`src/rtl/ika9958_regfile.sv`:
```
// ika9958_regfile: V9958 control registers R#0..R#(NREG-1) with port #1 and port #3 (via R#IDX_REG) write protocols.
// Define IKA9958_REG_READBACK_EN to enable registered port #3 readback on o_RDATA.
module ika9958_regfile #(
  parameter int NREG       = 64,
  parameter int IDX_REG    = 17,
  parameter bit ZMASK_FILL = 1'b1
) (
  input  logic              i_EMUCLK,
  input  logic              i_RST_n,
  input  logic              i_CEN,
  input  logic              i_WR_STB,
  input  logic              i_RD_STB,
  input  logic [1:0]        i_PORT,
  input  logic [7:0]        i_DIN,
  output logic [NREG*8-1:0] o_REGFILE,
  output logic              o_REG_WE,
  output logic [5:0]        o_REG_WADDR,
  output logic              o_VADDR_STB,
  output logic [13:0]       o_VADDR,
  output logic              o_VADDR_WR,
  output logic [7:0]        o_RDATA
);

  localparam logic [5:0] IDX = 6'(IDX_REG);

  typedef enum logic {FIRST, SECOND} p1_state_t;

  p1_state_t  state;
  logic [7:0] latch;
  // Full 64-entry space; entries >= NREG are never written and stay at zero.
  logic [7:0] regs [64];

  logic       wr_en;
  logic       rd_en;
  logic       p3_wr;
  logic       p3_rd;
  logic [5:0] ptr;
  logic       aii;
  logic       ptr_ok;
  logic       ptr_bump;

  function automatic logic [7:0] wmask(input logic [5:0] idx);
    logic [7:0] m;
    m = 8'hFF;
    if (ZMASK_FILL) begin
      if (idx == 6'd9)  m = 8'hCE;
      if (idx == 6'd15) m = 8'hBF;
    end
    return m;
  endfunction

  function automatic logic in_range(input logic [5:0] idx);
    return ({1'b0, idx} < 7'(NREG));
  endfunction

  assign wr_en    = i_CEN & i_WR_STB;
  assign rd_en    = i_CEN & i_RD_STB;
  assign p3_wr    = wr_en && (i_PORT == 2'd3);
  assign ptr      = regs[IDX][5:0];
  assign aii      = regs[IDX][7];
  assign ptr_ok   = (ptr != IDX) && in_range(ptr);
  // The pointer advances on every port #3 access, even when the data is dropped.
  assign ptr_bump = (p3_wr || p3_rd) && !aii;

  always_ff @(posedge i_EMUCLK or negedge i_RST_n) begin
    if (!i_RST_n) begin
      for (int n = 0; n < 64; n++) regs[n] <= 8'h00;
      state       <= FIRST;
      latch       <= 8'h00;
      o_REG_WE    <= 1'b0;
      o_REG_WADDR <= 6'd0;
      o_VADDR_STB <= 1'b0;
      o_VADDR     <= 14'd0;
      o_VADDR_WR  <= 1'b0;
    end else begin
      o_REG_WE    <= 1'b0;
      o_VADDR_STB <= 1'b0;
      if (wr_en) begin
        case (i_PORT)
          2'd0: state <= FIRST;
          2'd1: begin
            if (state == FIRST) begin
              latch <= i_DIN;
              state <= SECOND;
            end else begin
              state <= FIRST;
              if (i_DIN[7:6] == 2'b10) begin
                if (in_range(i_DIN[5:0])) begin
                  regs[i_DIN[5:0]] <= latch & wmask(i_DIN[5:0]);
                  o_REG_WE         <= 1'b1;
                  o_REG_WADDR      <= i_DIN[5:0];
                end
              end else if (!i_DIN[7]) begin
                o_VADDR_STB <= 1'b1;
                o_VADDR     <= {i_DIN[5:0], latch};
                o_VADDR_WR  <= i_DIN[6];
              end
            end
          end
          2'd3: begin
            if (ptr_ok) begin
              regs[ptr]   <= i_DIN & wmask(ptr);
              o_REG_WE    <= 1'b1;
              o_REG_WADDR <= ptr;
            end
          end
          default: ;
        endcase
      end
      if (ptr_bump) regs[IDX] <= {regs[IDX][7:6], ptr + 6'd1} & wmask(IDX);
      // A read on port 0/1 aborts any pending two-byte sequence after the write is handled.
      if (rd_en && !i_PORT[1]) state <= FIRST;
    end
  end

`ifdef IKA9958_REG_READBACK_EN
  assign p3_rd = rd_en && (i_PORT == 2'd3);

  always_ff @(posedge i_EMUCLK or negedge i_RST_n) begin
    if (!i_RST_n) begin
      o_RDATA <= 8'h00;
    end else if (p3_rd) begin
      o_RDATA <= in_range(ptr) ? regs[ptr] : 8'h00;
    end
  end
`else
  assign p3_rd   = 1'b0;
  assign o_RDATA = 8'h00;
`endif

  genvar g;
  generate
    for (g = 0; g < NREG; g++) begin : g_img
      assign o_REGFILE[8*g +: 8] = regs[g];
    end
  endgenerate

endmodule

```
`config.mk`:
```
export PLATFORM = sky130hd
export DESIGN_NAME = ika9958_regfile
export DESIGN_NICKNAME = d
export VERILOG_FILES = /design/src/rtl/ika9958_regfile.sv
export SDC_FILE = /design/constraint.sdc
export NUM_CORES = 1
export LEC_CHECK = 0
export CORE_UTILIZATION = 35
export CTS_CLUSTER_SIZE = 20
export DETAILED_ROUTE_END_ITERATION = 16
export GPL_TIMING_DRIVEN = 0
export PLACE_DENSITY = 0.58
export SYNTH_ARGS = -nofsm -noshare
export SYNTH_HDL_FRONTEND = slang
export SYNTH_SLANG_ARGS = --single-unit
```
`constraint.sdc`:
```
create_clock -name i_EMUCLK -period 6.3 [get_ports i_EMUCLK]
set_clock_uncertainty 0.15 [all_clocks]
set_input_delay 1.575 -clock i_EMUCLK [delete_from_list [all_inputs] [get_ports i_EMUCLK]]
set_output_delay 1.575 -clock i_EMUCLK [all_outputs]
set_load 0.05 [all_outputs]
```
# After elaboration in Yosys (flattened, before gate mapping)
# Index checks and enable logic that the tools add are counted.
# W data, S select, Z words.
# op_classes
muxes,41
bitwise,10
add_sub_neg,1
n_reduce_logical,19
order_cmp,4
n_eq_ne,14
# op_table
cell,n
$mux W512,3
$bwmux W512,2
$pmux W512 S2,1
$mux W374,1
$demux W8 S6,2
$mux W8,11
$mux W6,6
$eq A6 B4 Y1 const B,4
$and A8 B8 Y8,2
$reduce_and A5 Y1,3
$ge A7 B7 Y1 const B,2
$lt A7 B1 Y1 const B,2
$not A6 Y7,2
$mux W1,12
$pmux W6 S2,1
$ne A3 B3 Y1 const B,3
$add A6 B1 Y6 const B,1
$ne A2 B2 Y1 const B,3
$ne A6 B5 Y1 const B,1
$reduce_and A6 Y1,1
$reduce_bool A2 Y1,3
$reduce_bool A3 Y1,2
$logic_and A1 B1 Y1,5
$eq A2 B2 Y1 const B,2
other kinds (8),14
# word_totals
word_cells,161
in_bits,15
ff_bits,544

# Longest topological paths before layout
# logic_depth
ltp_word,14
depth_mapped,11

# Worst setup path after synthesis
# Ideal clock, no wire load.
# synth_timing
path_type,input port to flip-flop
start,input i_DIN[0]
end,register regs (netlist bit o_REGFILE[65])
path_stages,6
required_ns,6.025
setup_slack_ns,2.764
t_arrival_ns,3.261
setup_time_ns,0.125
path_buffers,2
cell_sequence,or4b_1 buf_2 or3_1 buf_6 a21oi_4 mux2_4
# synth_via
elab_chain_cells,11
elab_cells_between_ends,17
# synth_lines
item,line_no,source
from (decl),14,"input logic [7:0] i_DIN,"
branches (longest 7 deep; another with $ge A7 B7 Y1),-,
$bwmux W512 *,89,regs[i_DIN[5:0]] <= latch & wmask(i_DIN[5:0]);
$mux W512 *,87,if (i_DIN[7:6] == 2'b10) begin
$mux W512 *,82,if (state == FIRST) begin
$pmux W512 S2 *,79,case (i_PORT)
"to (signal, indexed assignment)",89,
"to (signal, indexed assignment)",102,regs[ptr] <= i_DIN & wmask(ptr);
"to (signal, indexed assignment)",110,"if (ptr_bump) regs[IDX] <= {regs[IDX][7:6], ptr + 6'd1} & wmask(IDX);"
to (decl),31,logic [7:0] regs [64];
# Mark *: on every way between the ends. The select of a mux whose other input is x is not followed.
# A chain may end at the register's enable or synchronous reset.

# Final worst setup path
# layout_timing
start,input i_PORT[0]
end,register regs (netlist bit o_REGFILE[153])
# layout_via
elab_chain_cells,3
elab_cells_between_ends,8
# layout_lines
item,line_no,source
from (decl),13,"input logic [1:0] i_PORT,"
$eq A2 B1 Y1 or $eq A2 B2 Y1 (tied branches),79,
$ne A2 B2 Y1 (no line) or $reduce_bool A2 Y1 (tied branches),-,
$reduce_and A5 Y1 (no line),-,
# Several ways; a longest one is shown, not always the timed one.

==> results.ini <==
[finish]
drive_above_1_share = 0.134
final_cell_mix = clkdlybuf4s50_1 (548), dfrtp_1 (544), a22o_1 (334)
final_cells = 4146
areaGrowthSynthToFinish_pct = 33.8
fillers = 6957
final_common_cell = clkdlybuf4s50_1
final_area_um2 = 35500
nets = 3141
utilization = 0.476

[placement]
dp_cells = 4031
port_buffers = 549
dp_slack_ns = 0.717
hpwl_um = 103000
gp_congestion = 0.962
place_area_um2 = 33400

[worst_setup_path]
arrival_ns = 5.58
path_cells = clkdlybuf4s50_1, buf_2, nand3_1, nor2_1, nand2_1, a21oi_1, mux2_2
critical_path_buf_inv_count = 2
rr_startpoint = o_REGFILE[136]
start_kind = input pin
r2r_slack_ns = 2.00
r2r_end = o_REGFILE[153]
critPathMaxStageDelay_ns = 1.25
critPathMaxFanout = 10
crit_start = i_PORT[0]
crit_path_top_delay_cell = nor2_1
cp.required_ns = 6.67
critPathTopFamily = simple AND/OR/NAND/NOR gates
cp-end-kind = flip-flop
critPathKind = input pin to flip-flop
r2r_cells = 6

[clock_tree]
cts-root-buf = clkbuf_16
ctsHoldBuffers = 0
clk_path_buf_depth = 3
cts_resized = 0
postCtsSetupBuffers = 0
clock_latency_ns = 0.65
tritoncts = yes
clk_pin_slew_ns = 0.06
cts_sinks = 544
htreeDepth = 2
numCtsBuffers = 60

[route]
drt_first_iter_violations = 3386
num_vias = 26700
wl_um = 140000
final_antenna_net_count = 0
avgViaCountPerCell = 6.44
dr.pass1.iters = 10
routedWlPerCell_um = 33.8
remaining_drc_errors = 0

[timing]
relSlewSlack = -0.102
fin_ws_ns = 1.09
holdWs_ns = 0.327
tightest_slew_ns = 1.65
finalSetupViolations = 0
rsz0062_at_grt = no
fin_crit_sh = 0.827
fin_setup_tns_ns = 0
drv_slew = 18
max_freq_mhz = 192
timing.final.crit_period_ns = 5.21
hold_violations = 0

[job]
drv_cap = 3

[power]
p_total_mw = 9.16
cellLeakagePower_nw = 14.3
ir_worst_vdd_mv = 0.219
p_per_area_nw_per_um2 = 258

[outcome]
status = complete, but fails checks
violations = max-capacitance violations, max-slew violations

[grt]
grt_pass1_wl_um = 195000
antenna_found_initial = 2
grt-ovfl-total = 0
grt_pass1_vias = 26200
grt_usage = 0.352
grt_max_degree = 123

[logic_synthesis]
netlist_instances = 2500
synth_top_area_frac = 0.513
synth_edf_count = 0
synth_async_sr_flop_share = 1.00
yosysWarnings = 0
ys_seq_elements = 544
synth_area_leader_cell = dfrtp_1
synth_area_leaders = dfrtp_1 (51%), a22o_1 (11%), o22ai_1 (6.0%)
syn_avg_cell_area_um2 = 10.6
netlist_area_um2 = 26500
ys.flop_type = dfrtp_1
ys_types = 69
seq_area_frac_synth = 0.513

[die]
dieArea_um2 = 77000
chipHeight_um = 277
row_count = 100
boundaryPins = 558
initial_core_util = 0.355
die_x_um = 277
core_area_um2 = 74700

[worst_hold_path]
hold_path_depth = 2
min_from = o_REGFILE[147]
hold_end = o_REGFILE[147]
hold_path.class = flip-flop to flip-flop

-- cell usage after synthesis (all sizes together), types with 41 or more instances --
| master | count |
|---|---|
| o22ai | 254 |
| buf | 111 |
| a21oi | 44 |
| a22oi | 137 |
| nor2 | 116 |
| clkbuf | 138 |
| nor3 | 65 |
| mux2 | 144 |
| dfrtp | 544 |
| a22o | 334 |
| nand2 | 251 |
| o2bb2ai | 41 |
| o21ai | 152 |
-- flip-flops by register name, indices dropped and copies added, names as in the netlist --
register     count
o_REGFILE      512
o_VADDR         14
latch            8
o_REG_WADDR      6
o_REG_WE         1
o_VADDR_STB      1
o_VADDR_WR       1
state            1
-- how the worst max path moves through the flow --
stage                     endpoint  slack [ns]  cells after the start
global route        o_REGFILE[153]        1.29                      7
detailed placement  o_REGFILE[153]        0.72                      7
global placement    o_REGFILE[385]      -20.27                      1
CTS                 o_REGFILE[153]        1.38                      7
finish              o_REGFILE[153]        1.09                      7
floorplan            o_REGFILE[65]        2.76                      6
-- worst register-to-register path: cells and delay by family (launching register included) --
kind / cells / cell delay, ns
flops: 1 / 0.48
mux: 1 / 0.42
compound gates: 1 / 0.82
buf+inv: 1 / 0.34
simple gates: 3 / 1.97
-- cell families after synthesis --
group | after synthesis | share of synthesized area
buffers and inverters | 253 | 0.0432
adders and majority gates | 2 | 0.000942
and+or+nand+nor | 544 | 0.0988
other | 1 | 0.000141
DFF | 544 | 0.513
AOI/OAI and AO/OA | 1012 | 0.282
muxes | 144 | 0.0616
-- layout make-up --
cell class	instances	area [um2]	share of cell area
buffer	249	1130	0.0319
antenna	3	7.51	0.000211
clock inverter	17	268	0.00754
inverter	4	15.0	0.000423
tap	969	1210	0.0341
sequential	544	13600	0.383
clock buffer	95	1800	0.0508
timing repair buffer	555	5650	0.159
multi-input combinational	1710	11800	0.333
-- power breakdown --
group          switching (mW)  leakage (nW)  internal, mW
Combinational            1.34          5.74         0.365
Sequential              0.113          7.54          3.59
Clock                    1.51          1.02          2.24
-- metal layers --
metal,share of wire,GRT usage,vias up
li1,-,-,10900
met1,0.39,0.455,13500
met2,0.44,0.537,1918
met3,0.11,0.108,402
met4,0.050,0.166,2
met5,0.000078,0,-
(Power assumes the default switching activity.)
